==> src/rtl/pwm_meter.sv <==
// pwm_meter: measures high time and period of an external PWM line in prescaled ticks
module pwm_meter #(
  parameter int PRESCALE = 50001,
  parameter int TIMEOUT  = 65535
) (
  input  logic        clk,
  input  logic        reset,
  input  logic        pwm_in,
  output logic [14:0] high_ticks,
  output logic [15:0] period_ticks,
  output logic        meas_valid,
  output logic        locked,
  output logic        stuck_level,
  output logic [6:0]  ss1,
  output logic [6:0]  ss2,
  output logic [6:0]  ss3,
  output logic [6:0]  ss4,
  output logic        diod
);
  localparam int DW = $clog2(PRESCALE);
  typedef enum logic [1:0] {WAIT_RISE, MEAS_HIGH, MEAS_LOW} state_t;
  state_t state_q, state_d;
  logic [2:0] sync_q;
  logic [DW-1:0] div_q;
  logic [15:0] idle_q, idle_d, pcnt_q, pcnt_d, period_q, period_d, pinc;
  logic [14:0] hcnt_q, hcnt_d, high_q, high_d, hinc;
  logic valid_q, valid_d, locked_q, locked_d, stuck_q, stuck_d;
  logic pwm_s, pwm_d, rise, fall, tick, timeout;
  function automatic logic [6:0] seg7(input logic [3:0] h);
    case (h)
      4'h0: seg7 = 7'h40;
      4'h1: seg7 = 7'h79;
      4'h2: seg7 = 7'h24;
      4'h3: seg7 = 7'h30;
      4'h4: seg7 = 7'h19;
      4'h5: seg7 = 7'h12;
      4'h6: seg7 = 7'h02;
      4'h7: seg7 = 7'h78;
      4'h8: seg7 = 7'h00;
      4'h9: seg7 = 7'h10;
      4'ha: seg7 = 7'h08;
      4'hb: seg7 = 7'h03;
      4'hc: seg7 = 7'h46;
      4'hd: seg7 = 7'h21;
      4'he: seg7 = 7'h06;
      default: seg7 = 7'h0e;
    endcase
  endfunction
  assign pwm_s   = sync_q[1];
  assign pwm_d   = sync_q[2];
  assign rise    = pwm_s & ~pwm_d;
  assign fall    = ~pwm_s & pwm_d;
  assign tick    = div_q == DW'(PRESCALE - 1);
  // an edge in the same cycle means the line is alive, so it wins over timeout
  assign timeout = tick & ~(rise | fall) & (idle_q == 16'(TIMEOUT - 1));
  assign hinc    = hcnt_q + 15'(tick & ~&hcnt_q);
  assign pinc    = pcnt_q + 16'(tick & ~&pcnt_q);
  always_comb begin
    state_d  = state_q;
    hcnt_d   = hcnt_q;
    pcnt_d   = pcnt_q;
    high_d   = high_q;
    period_d = period_q;
    valid_d  = 1'b0;
    locked_d = locked_q;
    stuck_d  = stuck_q;
    idle_d   = (rise | fall) ? 16'd0 : idle_q + 16'(tick);
    if (timeout) begin
      locked_d = 1'b0;
      stuck_d  = pwm_s;
      high_d   = '0;
      period_d = '0;
      state_d  = WAIT_RISE;
      idle_d   = '0;
    end else begin
      case (state_q)
        WAIT_RISE: begin
          state_d = rise ? MEAS_HIGH : WAIT_RISE;
          hcnt_d  = rise ? '0 : hcnt_q;
          pcnt_d  = rise ? '0 : pcnt_q;
        end
        MEAS_HIGH: begin
          hcnt_d  = hinc;
          pcnt_d  = pinc;
          state_d = fall ? MEAS_LOW : MEAS_HIGH;
        end
        MEAS_LOW: begin
          pcnt_d = pinc;
          if (rise) begin
            high_d   = hcnt_q;
            period_d = pinc;
            valid_d  = 1'b1;
            locked_d = 1'b1;
            hcnt_d   = '0;
            pcnt_d   = '0;
            state_d  = MEAS_HIGH;
          end
        end
        default: state_d = WAIT_RISE;
      endcase
    end
  end
  always_ff @(posedge clk) begin
    if (reset) begin
      sync_q   <= '0;
      div_q    <= '0;
      state_q  <= WAIT_RISE;
      idle_q   <= '0;
      hcnt_q   <= '0;
      pcnt_q   <= '0;
      high_q   <= '0;
      period_q <= '0;
      valid_q  <= 1'b0;
      locked_q <= 1'b0;
      stuck_q  <= 1'b0;
    end else begin
      sync_q   <= {sync_q[1:0], pwm_in};
      div_q    <= tick ? '0 : div_q + 1'b1;
      state_q  <= state_d;
      idle_q   <= idle_d;
      hcnt_q   <= hcnt_d;
      pcnt_q   <= pcnt_d;
      high_q   <= high_d;
      period_q <= period_d;
      valid_q  <= valid_d;
      locked_q <= locked_d;
      stuck_q  <= stuck_d;
    end
  end
  assign high_ticks   = high_q;
  assign period_ticks = period_q;
  assign meas_valid   = valid_q;
  assign locked       = locked_q;
  assign stuck_level  = stuck_q;
  assign diod         = locked_q;
  assign ss1          = seg7(high_q[3:0]);
  assign ss2          = seg7(high_q[7:4]);
  assign ss3          = seg7(high_q[11:8]);
  assign ss4          = seg7({2'b00, high_q[13:12]});
endmodule

==> config.mk <==
export PLATFORM = sky130hd
export DESIGN_NAME = pwm_meter
export DESIGN_NICKNAME = d
export VERILOG_FILES = /design/src/rtl/pwm_meter.sv
export SDC_FILE = /design/constraint.sdc
export NUM_CORES = 1
export LEC_CHECK = 0
export CORE_MARGIN = 2
export CORE_UTILIZATION = 63
export CTS_BUF_LIST = sky130_fd_sc_hd__clkbuf_8
export DETAILED_ROUTE_END_ITERATION = 7
export GPL_TIMING_DRIVEN = 1
export PLACE_DENSITY = 0.95
export SLEW_MARGIN = 10
export SYNTH_ARGS = -nofsm -noshare
export SYNTH_HDL_FRONTEND = slang
export SYNTH_SLANG_ARGS = --single-unit
==> constraint.sdc <==
create_clock -name clk -period 8.5 [get_ports clk]
set_input_delay 0.85 -clock clk [delete_from_list [all_inputs] [get_ports clk]]
set_output_delay 0.85 -clock clk [all_outputs]
set_load 0.01 [all_outputs]
# Word level (Yosys, flattened, before mapping)
# Memories as Yosys holds them, arrays and structs flattened. A register that Yosys moved wholly into a read port is not among the register bits.
# Index checks and enable logic that the tools add are counted.
[word_totals]
regBits = 102
romBits = 336
input_bits = 3
output_inout_bits = 63
elab_cells = 73
n_memories = 3
[mem_list]
columns = ["name", "depth", "word_bits", "rd", "rd_clocked_by_memory_dff", "wr", "line", "source"]
rows = [
  ["(name not given)", 16, 7, 1, 1, 0, "30", "case (h)"],
  ["(name not given)", 16, 7, 1, 1, 0, "30", ""],
  ["(name not given)", 16, 7, 1, 1, 0, "30", ""],
]
[classes]
n_addsub = 4
eq_ne = 10
n_mux = 17
bitwise = 12
reduce_logical = 16
[op_table]
columns = ["cell", "n"]
rows = [
  ["$pmux 16 s3", 1],
  ["$add 16x1->16", 2],
  ["$eq 16x16->1 const B", 2],
  ["$mux 16", 2],
  ["$pmux 15 s2", 1],
  ["$pmux 7 s4", 1],
  ["$mux 4", 6],
  ["$add 16x1->16 const B", 1],
  ["$reduce_and 16->1", 1],
  ["$add 15x1->15", 1],
  ["$mux 15", 1],
  ["$reduce_and 15->1", 1],
  ["$and 1x1->1", 6],
  ["$eq 2x2->1 const B", 3],
  ["$pmux 2 s3", 1],
  ["$reduce_and 3->1", 2],
  ["$reduce_or 2->1", 3],
  ["$reduce_or 3->1", 2],
  ["$not 1->1", 5],
  ["$eq 2x1->1 const B", 2],
  ["$logic_not 2->1", 2],
  ["$mux 2", 2],
  ["$ne 2x2->1 const B", 2],
  ["$reduce_bool 3->1", 1],
  ["6 further kinds", 8],
]

# Depth between registers and ports, before layout
# Gate-level depths: netlist (run 1).
[logic_depth]
word_depth = 8
mapped_depth = 15
mapped_depth_nobuf = 12

# Worst setup path after synthesis (run 1)
# OpenSTA, ideal clock, no wires.
[synth_path]
path_type = "reg2reg"
startpoint = "register div_q[0]"
endpoint = "register hcnt_q[14]"
setup_time_ps = 74
arrival_time_ps = 3095
t_required_ps = 8426
slack_ps = 5330
path_stages_with_launch = 14
path_buffers = 1
period_less_slack_ps = 3170
path_cell_list = "dfxtp_1 > inv_1 > ha_1 > or3b_1 > or4_4 > buf_6 > nor2_1 > ha_1 > ha_1 > nand2_1 > a211o_1 > or3_1 > or4_1 > a31oi_1"
[synth_between]
elab_chain_cells = 5
elab_cells_between_ends = 8
classes_between = "add/sub: 1; eq/ne: 1; mux: 1; bitwise: 4; reduce/logical: 1"
[synth_lines]
columns = ["item", "line", "source"]
rows = [
  ["start: declaration", "24", "logic [DW-1:0] div_q;"],
  ["start signal: assignment", "118", "div_q <= tick ? '0 : div_q + 1'b1;"],
  ["$eq 16x16->1 *", "53", "assign tick = div_q == DW'(PRESCALE - 1);"],
  ["parallel branches: the longest is 4 deep, another holds $add 15x1->15", "-", ""],
  ["end signal: assignment", "121", "hcnt_q <= hcnt_d;"],
  ["end: declaration", "26", "logic [14:0] hcnt_q, hcnt_d, high_q, high_d, hinc;"],
]
# Every way passes the cells marked *.
# A chain may end at the register's enable or synchronous reset.

# Final worst setup path (run 1)
[layout_path]
startpoint = "register div_q[0]"
endpoint = "register hcnt_q[12]"
# The elaborated chain is that of the path after synthesis.

==> results.py, run 1 <==
metrics = {
    "logic_synthesis": {
        "synth-edff-count": 0,
        "yosysTopAreaCell": "sky130_fd_sc_hd__dfxtp_1",
        "yosysWarningCount": 0,
        "synth_top_flop_cell": "sky130_fd_sc_hd__dfxtp_1",
        "netlist_area_before_placement_sq_mm": 0.00619,
        "yosys-top-cells-count": "sky130_fd_sc_hd__dfxtp_1, sky130_fd_sc_hd__nor2_1, sky130_fd_sc_hd__nand2_1",
        "ys_seq_elements": 123,
        "ys_top_cells_by_area": "sky130_fd_sc_hd__dfxtp_1, sky130_fd_sc_hd__ha_1, sky130_fd_sc_hd__nor2_1",
        "post-synth-top-area-fraction_pct": 39.8,
        "yosys.cell_count.top_type": "sky130_fd_sc_hd__dfxtp_1",
        "postSynthCellCount": 726,
        "synthesis.area_per_instance_sq_um": 8.52,
        "synth_sequential_area_ratio_pct": 39.8,
        "synthArstFlopShare_pct": 0,
        "synth.lib_cells_used.distinct": 62,
        "mappedNetlistNets": 762,
    },
    "min_path": {
        "worst_hold_path_type": "reg2reg",
        "min_delay_path_depth": 1,
        "hold_path.startpoint": "sync_q[0]",
        "worstHoldEndpoint": "sync_q[1]",
    },
    "worst_setup_path": {
        "critPathTopFamily": "simple AND/OR/NAND/NOR gates",
        "worst_ep_required_time_ns": 8.88,
        "startpoint_type_of_the_worst_setup_path": "flop",
        "reg2reg_depth": 12,
        "cp-end-kind": "flop",
        "critPathSlowestCell": "sky130_fd_sc_hd__or4_4",
        "regToRegSetupSlack_ns": 5.05,
        "critPathMaxFanout": 11,
        "critPathKind": "reg2reg",
        "worst_ep_arrival_time_ns": 3.83,
        "worstPathCellList": "inv_1 > ha_1 > or3b_1 > or4_4 > nor2_1 > ha_1 > ha_1 > nand2_1 > a211oi_1 > nand3_1 > or3_1 > a21oi_1",
        "critical_path.n_buffers_inverters": 1,
        "cp_slowest_stage_delay_ns": 0.61,
        "r2r-start": "div_q[0]",
        "worst_path_most_repeated_cell": "sky130_fd_sc_hd__ha_1",
        "critical_path.reg2reg.endpoint": "hcnt_q[12]",
    },
    "global_route": {
        "grt_first_pass_wirelength_mm": 23.2,
        "globalRouteTotalUtil_pct": 27.5,
        "grt_max_degree": 51,
        "grt_remaining_overflow": 0,
        "number_of_global_route_vias_before_repair": 5238,
        "antenna_found_initial": 0,
    },
    "drt": {
        "drt-vias-per-instance": 6.02,
        "total_wirelength_mm": 14.3,
        "first_iter_violations": 460,
        "drt-pass1-iter-count": 6,
        "drt.antenna.violating_nets": 0,
        "wl_per_cell_um": 15.6,
        "drcViolationCount": 0,
        "number_of_vias_after_detailed_routing": 5517,
    },
    "placement": {
        "gp_routability_congestion": 0.901,
        "preCtsSetupSlack_ns": 5.13,
        "place_inst": 886,
        "place.detailed.hpwl_mm": 9.70,
        "dpl-instance-area_sq_mm": 0.00681,
        "numPortBuffers": 64,
    },
    "sta": {
        "finalWorstSetupSlack_ns": 5.05,
        "timing_worst_slew_pin_value_ns": 0.952,
        "finalHoldViolations": 0,
        "final_min_period_over_clock_period_pct": 40.6,
        "setup_viol": 0,
        "period_minus_slack_ns": 3.45,
        "setup-tns-final_ns": 0,
        "clock_skew_ns": 0.00808,
        "relSlewSlack_pct": 36.5,
        "timing.fmax_ghz": 0.290,
        "rsz_0062_raised_after_global_routing": "no",
        "maxSlewViolCount": 0,
    },
    "floorplanning": {
        "dieArea_sq_mm": 0.0106,
        "design.portCount": 66,
        "placeableCoreArea_sq_mm": 0.00964,
        "fp_rows": 36,
        "start_util_pct": 64.2,
        "dieHeight_um": 103,
        "die_width_um": 103,
    },
    "power_and_ir_drop": {
        "total_leakage_power_nw": 2.68,
        "worst_ir_drop_vdd_mv": 0.0926,
        "power_per_cell_area_mw_per_mm2": 154,
    },
    "clock_network": {
        "worst_skew_pair.late_latency_ns": 0.45,
        "root_buffer": "sky130_fd_sc_hd__clkbuf_8",
        "clkSlewWorstSetupHoldPaths_ns": 0.07,
        "clk_path_buf_depth": 2,
        "number_of_hold_repair_buffers_added_at_the_cts_stage": 0,
        "post_cts_buffers": 0,
        "htree_levels": 4,
        "tritoncts_num_sinks": 123,
        "cts_tree": "built",
        "cts_inserted_buffers": 17,
        "cts.repair.resized": 0,
    },
    "run": {
        "max_cap_viol_count": 0,
    },
    "cells_and_area": {
        "final_non_filler_cell_area_sq_mm": 0.00719,
        "post_route_cells_drive_above_1_share_pct": 5.87,
        "layout_overhead_on_the_synthesized_area_pct": 16.1,
        "antenna_cells": 0,
        "final_cell_count_no_fill": 917,
        "nNetsFinal": 808,
    },
    "run_status": {
        "run_status": "finished, final reports clean",
    },
}
==> routing by layer <==
layer | GRT usage [%] | up-vias | wire (um)
li1 | - | 2638 | -
met1 | 31.1 | 2563 | 5770
met2 | 48.3 | 272 | 7160
met3 | 7.25 | 44 | 1030
met4 | 12.7 | 0 | 391
met5 | 0 | - | 0
==> where the power goes <==
part           leakage [nW]  switching, mW  internal [mW]  total [mW]
registers             0.992        0.00183          0.578       0.580
logic                  1.50         0.0239        0.00900      0.0329
clock network         0.189          0.229          0.262       0.492
==> stage by stage <==
step	total power, mW	hold slack, ns	util (%)
global placement	0.623	0.419	70.6
floorplan	0.618	0.414	-
detailed placement	0.624	0.436	70.6
CTS	1.11	0.454	74.6
finish	1.10	0.452	74.6
global route	1.14	0.467	74.6
==> kinds of logic (layout without fill, tap and decap cells) <==
| family | count (synthesis) | count (layout) | synth area share, % |
|---|---|---|---|
| simple gates | 292 | 292 | 24.7 |
| compound gates | 141 | 141 | 14.3 |
| flops | 123 | 123 | 39.8 |
| buf+inv | 77 | 135 | 5.78 |
| xor+xnor | 39 | 39 | 5.52 |
| fa+ha+maj | 33 | 33 | 6.67 |
| mux | 20 | 20 | 3.26 |
| other cells | 1 | 1 | 0.0606 |
==> cells in the final DEF (no fill, tap or decap), drive strengths merged, types with 6 or more instances in the layout <==
cell	Yosys	routed
a211oi	12	12
and2	10	10
nor3	10	10
nand4b	13	13
xnor2	17	17
nor2	81	81
or4	11	11
mux2i	19	19
ha	33	33
nand2b	16	16
nor4	6	6
dfxtp	123	123
nand3	30	30
o21ai	41	41
and3	8	8
nand2	62	62
xor2	22	22
clkdlybuf4s50	0	64
a21oi	48	48
nand4	11	11
clkbuf	22	18
or3	12	12
inv	36	38
==> worst max-delay path by stage <==
stage          startpoint  depth (start not counted)         end  slack, ns
2_1_floorplan    div_q[0]                         13  hcnt_q[14]       5.33
6_report         div_q[0]                         12  hcnt_q[12]       5.05
3_3_place_gp        reset                          9      ss3[5]       5.28
4_1_cts          div_q[0]                         12  hcnt_q[12]       5.07
5_1_grt          div_q[0]                         12  hcnt_q[12]       4.77
3_5_place_dp     div_q[0]                         12  hcnt_q[14]       5.13
==> state kept, by name, indices dropped and copies added (netlist names), 7 cells and up <==
register	flops
ss1	7
idle_q	16
ss2	7
high_ticks	15
pcnt_q	16
div_q	16
hcnt_q	15
period_ticks	16
ss3	7
==> final cells by class <==
class | instances | area [sq um]
Clock buffer | 18 | 248
Clock inverter | 13 | 130
Fill cell | 661 | 2450
Inverter | 36 | 135
Multi-Input combinational cell | 526 | 3370
Sequential cell | 123 | 2460
Tap cell | 133 | 166
Timing Repair Buffer | 68 | 671
No activity file was read; power rests on OpenSTA's default activity.
==> inputs of run 2 (changes only) <==
CORE_UTILIZATION = 53   (was 63)
PLACE_DENSITY = 0.89   (was 0.95)
clock period = 2.85 ns   (was 8.5 ns; I/O delays follow)
==> results.py, run 2 (same netlist as run 1, synthesis figures left out) <==
metrics = {
    "run_status": {
        "run_status": "finished, violations left",
        "failed_checks": "setup timing",
    },
    "floorplanning": {
        "dieArea_sq_mm": 0.0126,
        "design.portCount": 66,
        "dieHeight_um": 112,
        "fp_rows": 39,
        "start_util_pct": 54.2,
        "placeableCoreArea_sq_mm": 0.0114,
        "die_width_um": 112,
    },
    "cells_and_area": {
        "post_route_cells_drive_above_1_share_pct": 17.6,
        "final_common_cell": "sky130_fd_sc_hd__dfxtp_1",
        "most-common-layout-cells": "sky130_fd_sc_hd__dfxtp_1, sky130_fd_sc_hd__nor2_1, sky130_fd_sc_hd__clkdlybuf4s50_1",
        "layout_overhead_on_the_synthesized_area_pct": 28.7,
        "final_non_filler_cell_area_sq_mm": 0.00796,
        "nNetsFinal": 863,
        "antenna_cells": 0,
        "num-fill-cells": 786,
    },
    "sta": {
        "setup_viol": 4,
        "maxSlewViolCount": 0,
        "clock_skew_ns": 0.0145,
        "setup-tns-final_ns": -0.226,
        "rsz_0062_raised_after_global_routing": "yes",
        "timing_worst_slew_pin_value_ns": 0.690,
        "period_minus_slack_ns": 2.96,
        "relSlewSlack_pct": 53.5,
        "timing.fmax_ghz": 0.337,
        "final_min_period_over_clock_period_pct": 104,
        "finalHoldViolations": 0,
        "fin_worst_hold_slack_ns": 0.404,
        "finalWorstSetupSlack_ns": -0.113,
    },
    "worst_setup_path": {
        "critPathKind": "reg2reg",
        "critPathMaxFanout": 2,
        "startpoint_type_of_the_worst_setup_path": "flop",
        "worst_ep_arrival_time_ns": 3.34,
        "cp-end-kind": "flop",
        "worst_ep_required_time_ns": 3.23,
        "worstPathCellList": "inv_2 > ha_2 > or3b_1 > or4_4 > nor2_2 > ha_2 > ha_4 > nand2_2 > a211o_1 > or3_1 > or4_1 > a31oi_1",
        "critPathSlowestCell": "sky130_fd_sc_hd__or4_4",
        "cp_slowest_stage_delay_ns": 0.45,
        "worst_path_most_repeated_cell": "sky130_fd_sc_hd__ha_2",
        "regToRegSetupSlack_ns": -0.11,
    },
    "drt": {
        "drt-vias-per-instance": 5.85,
        "drt.antenna.violating_nets": 0,
        "total_wirelength_mm": 15.8,
        "drt-pass1-iter-count": 5,
        "first_iter_violations": 596,
        "number_of_vias_after_detailed_routing": 5749,
        "wl_per_cell_um": 16.1,
        "drcViolationCount": 0,
    },
    "global_route": {
        "met2_usage_pct": 40.3,
        "groute.layer.met3.usage_pct": 5.94,
        "grt_util_met1_pct": 28.9,
        "grt_first_pass_wirelength_mm": 24.6,
        "grt_busiest_layer": "met2",
        "antenna_found_initial": 0,
        "number_of_global_route_vias_before_repair": 5268,
        "globalRouteTotalUtil_pct": 23.6,
        "grt_remaining_overflow": 0,
        "grt_max_degree": 33,
    },
    "power_and_ir_drop": {
        "power.switching_fraction_pct": 21.8,
        "worst_ir_drop_vdd_mv": 0.341,
        "p_int_mw": 2.78,
        "power_per_cell_area_mw_per_mm2": 447,
        "power_switching_mw": 0.777,
        "power.share.clock_pct": 47.9,
        "sequentialPowerShare_pct": 48.6,
        "total_leakage_power_nw": 3.05,
        "logic_gate_share_of_total_power_pct": 3.5,
    },
    "placement": {
        "place.detailed.hpwl_mm": 9.57,
        "dpl-instance-area_sq_mm": 0.00716,
        "numPortBuffers": 64,
        "gp_routability_congestion": 0.912,
    },
    "clock_network": {
        "root_buffer": "sky130_fd_sc_hd__clkbuf_8",
        "worst_skew_pair.late_latency_ns": 0.45,
        "clk_path_buf_depth": 2,
        "number_of_hold_repair_buffers_added_at_the_cts_stage": 0,
        "cts_inserted_buffers": 17,
        "clkSlewWorstSetupHoldPaths_ns": 0.07,
        "htree_levels": 4,
        "cts_tree": "built",
        "tritoncts_num_sinks": 123,
    },
    "run": {
        "max_cap_viol_count": 0,
    },
    "min_path": {
        "worst_hold_path_type": "in2reg",
    },
}
## run 2: path summary, 6_finish.rpt
check | startpoint | depth (start not counted) | endpoint
worst min-delay path | pwm_in | 2 | sync_q[0]
worst max-delay path | div_q[0] | 12 | hcnt_q[14]
worst max register to register | div_q[0] | 12 | hcnt_q[14]
worst min register to register | sync_q[0] | 1 | sync_q[1]
## run 2: critical path: cells and delay by family, from the launching register on
family                     cells  cell delay, ns
adders and majority gates      3            0.48
and+or+nand+nor                6            1.67
buffers and inverters          1            0.04
AOI/OAI and AO/OA              2            0.39
DFF                            1            0.33
## run 2: per-layer routing
layer / vias up / share of wire [%]
met3: 38 / 6.6
met2: 241 / 49
met5: - / 0
met1: 2712 / 42
met4: 0 / 1.8
li1: 2758 / -
## run 2: area by class of cell
class,instances,area (sq um),share of cell area [%]
multi-input cells,526,3630,45.5
inverters,36,138,1.73
flip-flops and latches,123,2460,31.0
well taps,143,179,2.25
repair buffers,123,1110,14.0
clock buffers,20,275,3.46
clock inverters,12,170,2.14
## run 2: what timing repair did
action	in CTS	in global routing
endpoints found under the setup margin	28	42
setup buffers	9	3
resized for setup	29	33
endpoints found under the hold margin	0	0
pin swaps	9	12
## run 2: per-stage QoR
step | util, % | instances | total power, mW | worst slack [ns]
CTS | 68.2 | 980 | 3.57 | -0.112
detailed placement | 62.7 | 939 | 1.87 | -0.159
finish | 69.7 | 983 | 3.56 | -0.113
global placement | 62.7 | 939 | 1.87 | -0.0387
floorplan | - | 726 | 1.84 | -0.184
global route | 69.7 | 983 | 3.67 | -0.234
## run 2: power groups by stage
stage	Clock [mW]	Combinational, mW	Sequential, mW
2_1_floorplan	0	0.0764	1.77
3_3_place_gp	0	0.105	1.77
3_5_place_dp	0	0.107	1.77
4_1_cts	1.72	0.119	1.73
5_1_grt	1.80	0.135	1.73
6_report	1.71	0.125	1.73
==> inputs of run 3 (changes only) <==
--- a/config.mk
+++ b/config.mk
@@ -11,5 +11,5 @@
 export DETAILED_ROUTE_END_ITERATION = 7
 export GPL_TIMING_DRIVEN = 1
-export PLACE_DENSITY = 0.89
+export PLACE_DENSITY = 0.79
 export SLEW_MARGIN = 10
 export SYNTH_ARGS = -nofsm -noshare
==> constraint.sdc (replaced) <==
create_clock -name clk -period 2.85 [get_ports clk]
set_input_delay 0.285 -clock clk [delete_from_list [all_inputs] [get_ports clk]]
set_output_delay 0.285 -clock clk [all_outputs]
set_load 0.05 [all_outputs]
==> results.py, run 3 (same netlist as run 1, synthesis figures left out) <==
metrics = {
    "clock_network": {
        "clkSlewWorstSetupHoldPaths_ns": 0.07,
        "worst_skew_pair.late_latency_ns": 0.45,
        "number_of_hold_repair_buffers_added_at_the_cts_stage": 0,
        "htree_levels": 4,
        "cts_tree": "built",
        "cts_inserted_buffers": 17,
        "clk_path_buf_depth": 2,
        "tritoncts_num_sinks": 123,
        "root_buffer": "sky130_fd_sc_hd__clkbuf_8",
    },
    "drt": {
        "first_iter_violations": 442,
        "wl_per_cell_um": 15.3,
        "total_wirelength_mm": 15.0,
        "drt.antenna.violating_nets": 0,
        "drt-vias-per-instance": 5.76,
        "drcViolationCount": 0,
        "number_of_vias_after_detailed_routing": 5641,
        "drt-pass1-iter-count": 4,
    },
    "global_route": {
        "grt_remaining_overflow": 0,
        "number_of_global_route_vias_before_repair": 5459,
        "grt_first_pass_wirelength_mm": 24.8,
        "grt_max_degree": 37,
        "antenna_found_initial": 0,
        "globalRouteTotalUtil_pct": 24.0,
    },
    "floorplanning": {
        "dieHeight_um": 112,
        "placeableCoreArea_sq_mm": 0.0114,
        "design.portCount": 66,
        "dieArea_sq_mm": 0.0126,
        "fp_rows": 39,
        "start_util_pct": 54.2,
        "die_width_um": 112,
    },
    "cells_and_area": {
        "nNetsFinal": 860,
        "post_route_cells_drive_above_1_share_pct": 16.1,
        "most-common-layout-cells": "sky130_fd_sc_hd__dfxtp_1, sky130_fd_sc_hd__nor2_1, sky130_fd_sc_hd__clkdlybuf4s50_1",
        "post_route_utilization_pct": 68.4,
        "antenna_cells": 0,
        "final_common_cell": "sky130_fd_sc_hd__dfxtp_1",
        "layout_overhead_on_the_synthesized_area_pct": 26.3,
        "final_cell_count_no_fill": 980,
    },
    "run": {
        "max_cap_viol_count": 0,
    },
    "worst_setup_path": {
        "critPathKind": "reg2reg",
        "r2r-start": "div_q[0]",
        "cp-end-kind": "flop",
        "worst_ep_arrival_time_ns": 3.44,
        "critPathLaunch": "div_q[0]",
        "worst_ep_required_time_ns": 3.23,
        "critPathMaxFanout": 2,
        "startpoint_type_of_the_worst_setup_path": "flop",
    },
    "sta": {
        "period_minus_slack_ns": 3.06,
        "rsz_0062_raised_after_global_routing": "yes",
        "timing_worst_slew_pin_value_ns": 0.698,
        "timing.fmax_ghz": 0.327,
        "clock_skew_ns": 0.00864,
        "setup_viol": 17,
        "maxSlewViolCount": 0,
        "finalWorstSetupSlack_ns": -0.209,
        "relSlewSlack_pct": 53.1,
        "finalHoldViolations": 0,
        "final_min_period_over_clock_period_pct": 107,
    },
    "run_status": {
        "failed_checks": "setup timing",
        "run_status": "finished, violations left",
    },
    "placement": {
        "preCtsSetupSlack_ns": -0.120,
        "place.detailed.hpwl_mm": 10.3,
        "gp_routability_congestion": 0.899,
        "numPortBuffers": 64,
        "place_inst": 944,
    },
    "min_path": {
        "hold_path.startpoint": "pwm_in",
        "worst_hold_path_type": "in2reg",
    },
    "power_and_ir_drop": {
        "power_mw": 3.44,
        "power_per_cell_area_mw_per_mm2": 441,
        "worst_ir_drop_vdd_mv": 0.328,
        "total_leakage_power_nw": 3.02,
    },
}
run 3: cell types whose count changed in the layout (fill, tap and decap cells not counted), sizes merged:
cell	before	now
clkbuf	20	19
clkinvlp	3	4
bufinv	4	3
o31a	2	3
buf	59	55
inv	37	38
run 3: final timing paths:
kind | cells past startpoint | endpoint | slack (ns)
worst max-delay path | 12 | hcnt_q[14] | -0.21
worst min-delay path | 2 | sync_q[0] | 0.39
worst max register to register | 12 | hcnt_q[14] | -0.21
worst min register to register | 1 | sync_q[1] | 0.45
run 3: layout make-up:
class                   instances  area (sq um)
clock inverters                13           151
repair buffers                119          1050
well taps                     143           179
inverters                      36           135
fillers                       896          3600
clock buffers                  19           262
flip-flops and latches        123          2460
multi-input cells             527          3570
run 3: worst max-delay path, cell delays in order (launching register included):
cell,delay [ns]
sky130_fd_sc_hd__dfxtp_2,0.32
sky130_fd_sc_hd__inv_2,0.06
sky130_fd_sc_hd__ha_4,0.12
sky130_fd_sc_hd__or3b_1,0.34
sky130_fd_sc_hd__or4_4,0.45
sky130_fd_sc_hd__nor2_4,0.11
sky130_fd_sc_hd__ha_4,0.14
sky130_fd_sc_hd__ha_4,0.13
sky130_fd_sc_hd__nand2_2,0.07
sky130_fd_sc_hd__a211o_1,0.32
sky130_fd_sc_hd__or3_4,0.34
sky130_fd_sc_hd__or4_1,0.40
sky130_fd_sc_hd__a31oi_1,0.17
run 3: per-layer routing:
metal | global-route usage (%) | vias to the layer above | part of all wire [%]
met5 | 0 | - | 0
met4 | 12.4 | 0 | 2.9
met3 | 5.83 | 48 | 5.9
met2 | 40.3 | 207 | 49
met1 | 28.7 | 2651 | 43
li1 | - | 2735 | -
run 3: report_power, final:
part           leakage (nW)  internal (mW)  switching, mW  total (mW)
clock                 0.206          0.899          0.691        1.59
sequential            0.992           1.73        0.00438        1.73
combinational          1.82         0.0398         0.0841       0.124
total                  3.02           2.66          0.779        3.44
run 3: repair_timing:
action / CTS / global route
cloned: 1 / 0
endpoints found under the setup margin: 19 / 44
buffers inserted: 2 / 1
gates resized for setup: 19 / 22
pin swaps: 1 / 8
run 3: metrics by stage:
stage	area, sq um	hold WS [ns]	TNS, ns
detailed placement	7200	0.446	-0.773
floorplan	6210	0.413	-0.396
global route	7820	0.378	-4.80
CTS	7720	0.375	-0.502
finish	7820	0.386	-1.20
global placement	7200	0.419	-0.0693
